## src/rtl/cpu_pkg.sv

```systemverilog
// Shared definitions for the instruction decoder: field positions, opcodes,
// FSM encoding and the word-splitting helper.
package cpu_pkg;

  localparam int OPC_HI   = 17;
  localparam int OPC_LO   = 15;
  localparam int DEST_HI  = 14;
  localparam int DEST_LO  = 11;
  localparam int A1_HI    = 10;
  localparam int A1_LO    = 7;
  localparam int SIMM_BIT = 6;
  localparam int IMM_HI   = 5;
  localparam int IMM_LO   = 0;
  localparam int A2_HI    = 3;
  localparam int A2_LO    = 0;

  // Width of the shared dwell-time down-counter.
  localparam int CTR_W = 8;

  localparam logic [2:0] OP_NOP = 3'b000;
  localparam logic [2:0] OP_ADD = 3'b001;
  localparam logic [2:0] OP_SUB = 3'b010;
  localparam logic [2:0] OP_AND = 3'b011;
  localparam logic [2:0] OP_OR  = 3'b100;
  localparam logic [2:0] OP_XOR = 3'b101;
  localparam logic [2:0] OP_SLT = 3'b110;
  localparam logic [2:0] OP_MOV = 3'b111;

  typedef enum logic [2:0] {
    ST_IDLE   = 3'd0,
    ST_DECODE = 3'd1,
    ST_EXEC   = 3'd2,
    ST_WRITE  = 3'd3,
    ST_DONE   = 3'd4
  } state_t;

  typedef struct packed {
    logic [2:0] opcode;
    logic [3:0] dest;
    logic [3:0] addr1;
    logic [3:0] addr2;
    logic       sinal_imm;
    logic [5:0] imm;
  } fields_t;

  // addr2 aliases the low nibble of the immediate; the ALU picks one via sinalImm.
  function automatic fields_t split_instr(input logic [17:0] w);
    fields_t f;
    f.opcode    = w[OPC_HI:OPC_LO];
    f.dest      = w[DEST_HI:DEST_LO];
    f.addr1     = w[A1_HI:A1_LO];
    f.addr2     = w[A2_HI:A2_LO];
    f.sinal_imm = w[SIMM_BIT];
    f.imm       = w[IMM_HI:IMM_LO];
    return f;
  endfunction

endpackage

```

## src/rtl/contador_ciclos.sv

```systemverilog
// Loadable down-counter with zero flag; parks at zero once it gets there.
module contador_ciclos #(
  parameter int W = 8
) (
  input  logic         clk,
  input  logic         rst_n,
  input  logic         load_i,
  input  logic [W-1:0] val_i,
  output logic         zero_o
);

  logic [W-1:0] cnt_q, cnt_d;

  always_comb begin
    cnt_d = cnt_q;
    if (load_i) begin
      cnt_d = val_i;
    end else if (cnt_q != '0) begin
      cnt_d = cnt_q - W'(1);
    end
  end

  always_ff @(posedge clk) begin
    if (!rst_n) begin
      cnt_q <= '0;
    end else begin
      cnt_q <= cnt_d;
    end
  end

  assign zero_o = (cnt_q == '0);

endmodule

```

## src/rtl/decodificador_instrucao.sv

```systemverilog
// Issue/control stage: accepts an instruction word, holds its fields for the
// ALU, sequences the register-file write enable and counts retirements.
module decodificador_instrucao
  import cpu_pkg::*;
#(
  parameter int INSTR_W      = 18,
  parameter int EXEC_CYCLES  = 1,
  parameter int WRITE_CYCLES = 2,
  parameter int CNT_W        = 16
) (
  input  logic               clk,
  input  logic               rst_n,
  input  logic [INSTR_W-1:0] instr,
  input  logic               instr_valid,
  output logic               instr_ready,
  output logic [2:0]         opcode,
  output logic [3:0]         addr1,
  output logic [3:0]         addr2,
  output logic [3:0]         dest,
  output logic               sinalImm,
  output logic [5:0]         Imm,
  output logic               we,
  output logic               busy,
  output logic               retired,
  output logic [CNT_W-1:0]   retired_count,
  output state_t             state_o
);

  // Handshake: a word transfers on a posedge where instr_valid && instr_ready;
  // instr_ready is high only in IDLE outside reset, and the upstream must hold
  // instr stable while instr_valid is high and not yet accepted.

  state_t           state_q, state_d;
  fields_t          fields_q, fields_d;
  logic [CNT_W-1:0] retired_count_q, retired_count_d;
  logic             ctr_load;
  logic [CTR_W-1:0] ctr_val;
  logic             ctr_zero;

  contador_ciclos #(.W(CTR_W)) u_dwell (
    .clk    (clk),
    .rst_n  (rst_n),
    .load_i (ctr_load),
    .val_i  (ctr_val),
    .zero_o (ctr_zero)
  );

  always_comb begin
    state_d         = state_q;
    fields_d        = fields_q;
    retired_count_d = retired_count_q;
    ctr_load        = 1'b0;
    ctr_val         = '0;
    we              = 1'b0;
    retired         = 1'b0;
    unique case (state_q)
      ST_IDLE: begin
        if (instr_valid) begin
          fields_d = split_instr(instr);
          state_d  = ST_DECODE;
        end
      end
      ST_DECODE: begin
        state_d  = ST_EXEC;
        ctr_load = 1'b1;
        ctr_val  = CTR_W'(EXEC_CYCLES - 1);
      end
      ST_EXEC: begin
        if (ctr_zero) begin
          if (fields_q.opcode == OP_NOP) begin
            state_d = ST_DONE;
          end else begin
            state_d  = ST_WRITE;
            ctr_load = 1'b1;
            ctr_val  = CTR_W'(WRITE_CYCLES - 1);
          end
        end
      end
      ST_WRITE: begin
        we = 1'b1;
        if (ctr_zero) state_d = ST_DONE;
      end
      ST_DONE: begin
        retired         = 1'b1;
        retired_count_d = retired_count_q + CNT_W'(1);
        state_d         = ST_IDLE;
      end
      default: state_d = ST_IDLE;
    endcase
  end

  // Reset overrides everything, so an in-flight instruction never retires.
  always_ff @(posedge clk) begin
    if (!rst_n) begin
      state_q         <= ST_IDLE;
      fields_q        <= '0;
      retired_count_q <= '0;
    end else begin
      state_q         <= state_d;
      fields_q        <= fields_d;
      retired_count_q <= retired_count_d;
    end
  end

  assign instr_ready   = (state_q == ST_IDLE) && rst_n;
  assign busy          = (state_q != ST_IDLE);
  assign opcode        = fields_q.opcode;
  assign addr1         = fields_q.addr1;
  assign addr2         = fields_q.addr2;
  assign dest          = fields_q.dest;
  assign sinalImm      = fields_q.sinal_imm;
  assign Imm           = fields_q.imm;
  assign retired_count = retired_count_q;
  assign state_o       = state_q;

endmodule

```

## config.mk

```make
export PLATFORM = sky130hd
export DESIGN_NAME = decodificador_instrucao
export DESIGN_NICKNAME = d
export VERILOG_FILES = /design/src/rtl/cpu_pkg.sv /design/src/rtl/contador_ciclos.sv /design/src/rtl/decodificador_instrucao.sv
export SDC_FILE = /design/constraint.sdc
export NUM_CORES = 1
export LEC_CHECK = 0
export ABC_AREA = 1
export CORE_ASPECT_RATIO = 0.6
export CORE_MARGIN = 5
export CORE_UTILIZATION = 47
export DETAILED_ROUTE_END_ITERATION = 7
export PLACE_DENSITY_LB_ADDON = 0.05
export SLEW_MARGIN = 20
export SYNTH_ARGS = -nofsm -noshare
export SYNTH_HDL_FRONTEND = slang
export SYNTH_HIERARCHICAL = 1
export SYNTH_SLANG_ARGS = --single-unit
```

## constraint.sdc

```tcl
create_clock -name clk -period 2.3 [get_ports clk]
set_input_delay 0.575 -clock clk [delete_from_list [all_inputs] [get_ports clk]]
set_output_delay 0.575 -clock clk [all_outputs]
set_load 0.05 [all_outputs]
```

# Word level (Yosys, flattened, before mapping)
# Index checks and enable logic that the tools add are counted.
# totals
out_inout_bits,45
input_bits,21
regBits,49
# classes
n_addsub,2
n_mux,15
eq_ne,7
reduce_logical,9
# op_table
op,n
adder 16 x 1 -> 16 bit (second input constant),1
two-way mux 8 bit,2
two-way mux 3 bit,4
one-hot mux 3 bit (4 select lines),1
logical NOT 8 bit,1
nonzero test 8 bit,1
subtractor 8 x 1 -> 8 bit (second input constant),1
two-way mux 1 bit,7
equality test 3 x 2 -> 1 bit (second input constant),2
logical NOT 3 bit,2
inequality test 2 bit (second input constant),3
equality test 3 x 1 -> 1 bit (second input constant),1
equality test 3 bit (second input constant),1
AND reduction 3 bit,1
nonzero test 3 bit,1
one-hot mux 1 bit (2 select lines),1
AND reduction 2 bit,1
nonzero test 2 bit,1
logical AND 1 bit,1

# Longest topological paths before layout
# depth
ltp_word,5
ltp_mapped,12
ltp_nobuf,11

# Cells and area by module
# The synthesis kept the hierarchy.
# by_module_without_submodules
mod,area_each_um2,cells_each,instances
decodificador_instrucao,1711.6,246,1
contador_ciclos,478.0,70,1

# Worst setup path before layout
# No wires, ideal clock.
# synth_path
path_type,reg-to-output
startpoint,register state_q[0] (netlist: state_o[0])
endpoint,output port we
path_buffers,0
slack_ps,-265
path_stages_with_launch,3
required_time_ps,1725
arrival_time_ps,1990
path_cell_list,dfxtp_1 -> inv_1 -> nor3_1
# synth_between
elab_chain_cells,2
# synth_lines
element,line_no,source
start: declaration,decodificador_instrucao.sv:33,"state_t state_q, state_d;"
start signal: assignment,decodificador_instrucao.sv:99,state_q <= state_d;
equality test 3 x 2 -> 1 bit,decodificador_instrucao.sv:56,unique case (state_q)
two-way mux 1 bit,decodificador_instrucao.sv:56,
end: declaration,decodificador_instrucao.sv:22,"output logic we,"
# Every way passes these cells.

# Worst setup path after layout
# layout_path
startpoint,register state_q[0] (netlist: state_o[0])
endpoint,output port state_o[0]
# layout_rtl
element,line_no,source
end: declaration,decodificador_instrucao.sv:26,output state_t state_o
# No word-level cell between the ends.

==> impl_metrics.csv <==
group,metric,value,unit
synth,netlist-cell-type-count,28,
setup_path,critical_path.endpoint_type,"output port",
outcome,status,"completed",
global_routing,global_route.overflow_total,0,
setup_path,biggest_fanout_along_the_worst_timing_path,6,
detailed_routing,drt_iter0_drc,89,
layout,diodes,0,
power_and_ir_drop,power,3.524,mW
setup_path,slowest_stage,"clkdlybuf4s50_1",
synth,synth-compound-area-share,14.91,%
placed_design,dp_hpwl,3916,µm
synth,main_combinational_cell_family_by_area_after_synthesis,"simple AND/OR/NAND/NOR gates",
setup_path,cp_cell_instances,"clkdlybuf4s50_1",
setup_path,worst-endpoint-required,1.73,ns
clocking,cts_max_level,2,
clocking,insertion_delay,0.29,ns
synth,post_synth_instance_area,2190,µm²
synth,synth_most_common_cell,"nand2_1",
sta,rsz0062_at_grt,"false",
synth,synth_area_per_cell,6.929,µm²
clocking,clk_pin_slew_worst_paths,0.08,ns
floorplanning,fp.dieArea,6168,µm²
sta,worst-slew-pin-transition,0.5242,ns
sta,final-hold-violation-count,0,
placed_design,io_buf_count,65,
placed_design,place_congestion,0.8550,
global_routing,antenna_found_initial,0,
layout,final_core_utilization,65.89,%
synth,synthesis.instances,316,
layout,area_delta_synth_final,36.63,%
synth,ys_ff_latch,45,
layout,share_of_layout_cells_above_drive_strength_1,8.312,%
clocking,cts_setup_buffers,0,
setup_path,cp_slowest_stage_delay,0.85,ns
clocking,maximum_root_to_sink_buffer_count,2,
sta,timing_max_transition_violations_final,0,
setup_path,cp_num_buf_inv,1,
placed_design,dp_cells,442,
synth,synth_top_flop_cell,"dfxtp_1",
detailed_routing,drc,0,
floorplanning,std_cell_rows,19,
detailed_routing,drt_wl_total,5166,µm
floorplanning,core_area,4541,µm²
layout,instances_no_fill,448,
hold_path,worst_hold_path_type,"reg2reg",
synth,synth_area_leader_cell,"dfxtp_1",
detailed_routing,drtAntennaViolNets,0,
synth,ys_seq_area_share,41.14,%
power_and_ir_drop,cellLeakagePower,1.249,nW
setup_path,crit_arrival,1.60,ns
synth,synth_mux_area_share,0,%
sta,min_period,2.176,ns
sta,timing.slew.headroom,64.94,%
detailed_routing,num_vias,2126,
layout,layout.area.seq,900.9,µm²
clocking,cts_hold_buf,0,
global_routing,grt_max_degree,40,
synth,synth_edf_count,0,
sta,finalSetupViolations,0,
global_routing,global_route_wire_length_before_repair,8666,µm
job,drv.max_cap_violation_count,0,
synth,async_set_or_reset_flop_fraction_in_the_synthesized_netlist,0,%
clocking,cts-buffers-inserted,5,
synth,ys_top_cells_by_area,"dfxtp_1 41%, nand2_1 9.4%, inv_1 8.4%",
clocking,clk_root_buffer_cell,"clkbuf_8",
synth,synth_xor_area_share,1.200,%
synth,fraction_of_the_mapped_netlist_area_in_adder_cells,1.143,%
sta,finalCritPeriodShare,94.63,%
synth,synth_top_area_share,41.14,%
clocking,cts_num_sinks,45,
detailed_routing,drt-vias-per-instance,4.746,
floorplanning,die_x,98.12,µm
global_routing,gr-usage-all-layers,17.11,%
setup_path,path_delay_family,"buffers and inverters",
clocking,tritoncts,"yes",
power_and_ir_drop,ir_drop,0.5855,mV
layout,num-fill-cells,424,
clocking,post_cts.resized_instances,0,
detailed_routing,detailedRoute.firstPassIterationCount,5,
synth,post_synth_and_or_nand_nor_area_fraction,29.03,%
sta,timing.fmax,0.4595,GHz
floorplanning,initial_standard_cell_utilization_of_the_core,48.22,%
layout,multiInputGateArea,1052,µm²
power_and_ir_drop,power_per_cell_area,1178,nW/µm²
global_routing,vias_in_the_first_global_route,1899,
layout,nets,409,
sta,skew,0.005938,ns
floorplanning,floorplan.die.height,62.87,µm
detailed_routing,avgRoutedWirePerCell,11.53,µm
setup_path,type_of_the_setup_path_with_the_least_slack,"reg2out",
synth,yosys_warnings,6,
sta,fin_setup_tns,0,ns
floorplanning,num_io_pins,66,
setup_path,timing.critical_path.from_type,"flop",
synth,ys_top_cells_by_count,"55 x nand2_1, 49 x inv_1, 45 x dfxtp_1, 43 x nor2_1, 30 x a21oi_1",
==> flip-flops by register name, indices dropped and copies added (netlist names) <==
| signal | cells |
|---|---|
| Imm | 3 |
| opcode | 3 |
| u_dwell/cnt_q | 8 |
| addr2 | 3 |
| dest | 4 |
| retired_count | 16 |
| state_o | 3 |
| sinalImm | 1 |
| addr1 | 4 |
==> where the power goes <==
part           switching (mW)  leakage (nW)  internal [mW]  total, mW
clock network           0.252        0.0399          0.200      0.452
logic                    1.29         0.841          0.684       1.98
registers               0.138         0.369          0.955       1.09
total                    1.68          1.25           1.84       3.52
==> stage by stage <==
stage | hold slack, ns | instance area [µm²] | setup slack (ns)
final | 0.4432 | 2992 | 0.1235
after global routing | 0.4632 | 2992 | 0.06843
after CTS | 0.4475 | 2989 | 0.03507
after detailed placement | 0.4353 | 2915 | 0.2814
after global placement | 0.4312 | 2915 | 0.2934
after floorplan | 0.4756 | 2225 | 0.09577
==> logic make-up (layout without fill, tap and decap cells) <==
logic type | Yosys count | after routing
adder cells (fa/ha/maj) | 2 | 2
other | 1 | 7
AND/OR/NAND/NOR | 138 | 138
XOR/XNOR | 3 | 3
buffers and inverters | 63 | 126
AO/OA/AOI/OAI | 64 | 64
flip-flops | 45 | 45
==> final cells by class <==
class,count,area share [%]
repair buffers,68,23.09
clock inverters,1,0.1673
multi-input cells,214,35.17
inverters,52,6.524
flip-flops and latches,45,30.11
clock buffers,5,2.300
well taps,63,2.635
==> final timing paths <==
kind              depth (start not counted)                             to                     startpoint  slack, ns
setup / recovery                          1                     state_o[0]        state_o[0]$_SDFFE_PN0P_       0.12
hold / removal                            2            Imm[5]$_SDFFE_PN0P_            Imm[5]$_SDFFE_PN0P_       0.44
setup reg to reg                         11  u_dwell/cnt_q[2]$_SDFFE_PN0P_  u_dwell/cnt_q[0]$_SDFFE_PN0P_       0.40
hold reg to reg                           2            Imm[5]$_SDFFE_PN0P_            Imm[5]$_SDFFE_PN0P_       0.44
==> tightest hold or removal path, cell delays in order (launching register included) <==
cell and delay (ns):
dfxtp_1 0.31, inv_1 0.04, a21oi_1 0.05
==> placed cells by master, fill, tap and decap left out, drive strengths merged <==
cell,synthesis,final
buf,8,7
dfxtp,45,45
nand4,6,6
clkbuf,3,5
xnor2,2,2
o21ai,33,33
nor3,8,8
nand2,58,58
inv,52,52
ha,2,2
xor2,1,1
o211ai,1,1
clkdlybuf4s50,0,60
nor2,51,51
conb,1,7
dlymetal6s2s,0,1
a21oi,30,30
clkinv,0,1
nand3,15,15
==> metal layers <==
| layer | up-vias | part of all wire [%] | GRT usage, % |
|---|---|---|---|
| met4 | 0 | 1.0 | 5.181 |
| met3 | 5 | 11 | 7.358 |
| li1 | 1129 | - | - |
| met2 | 68 | 40 | 23.73 |
| met1 | 924 | 49 | 23.77 |
| met5 | - | 0 | 0 |
Note: power is estimated with default switching activity, not from simulation.
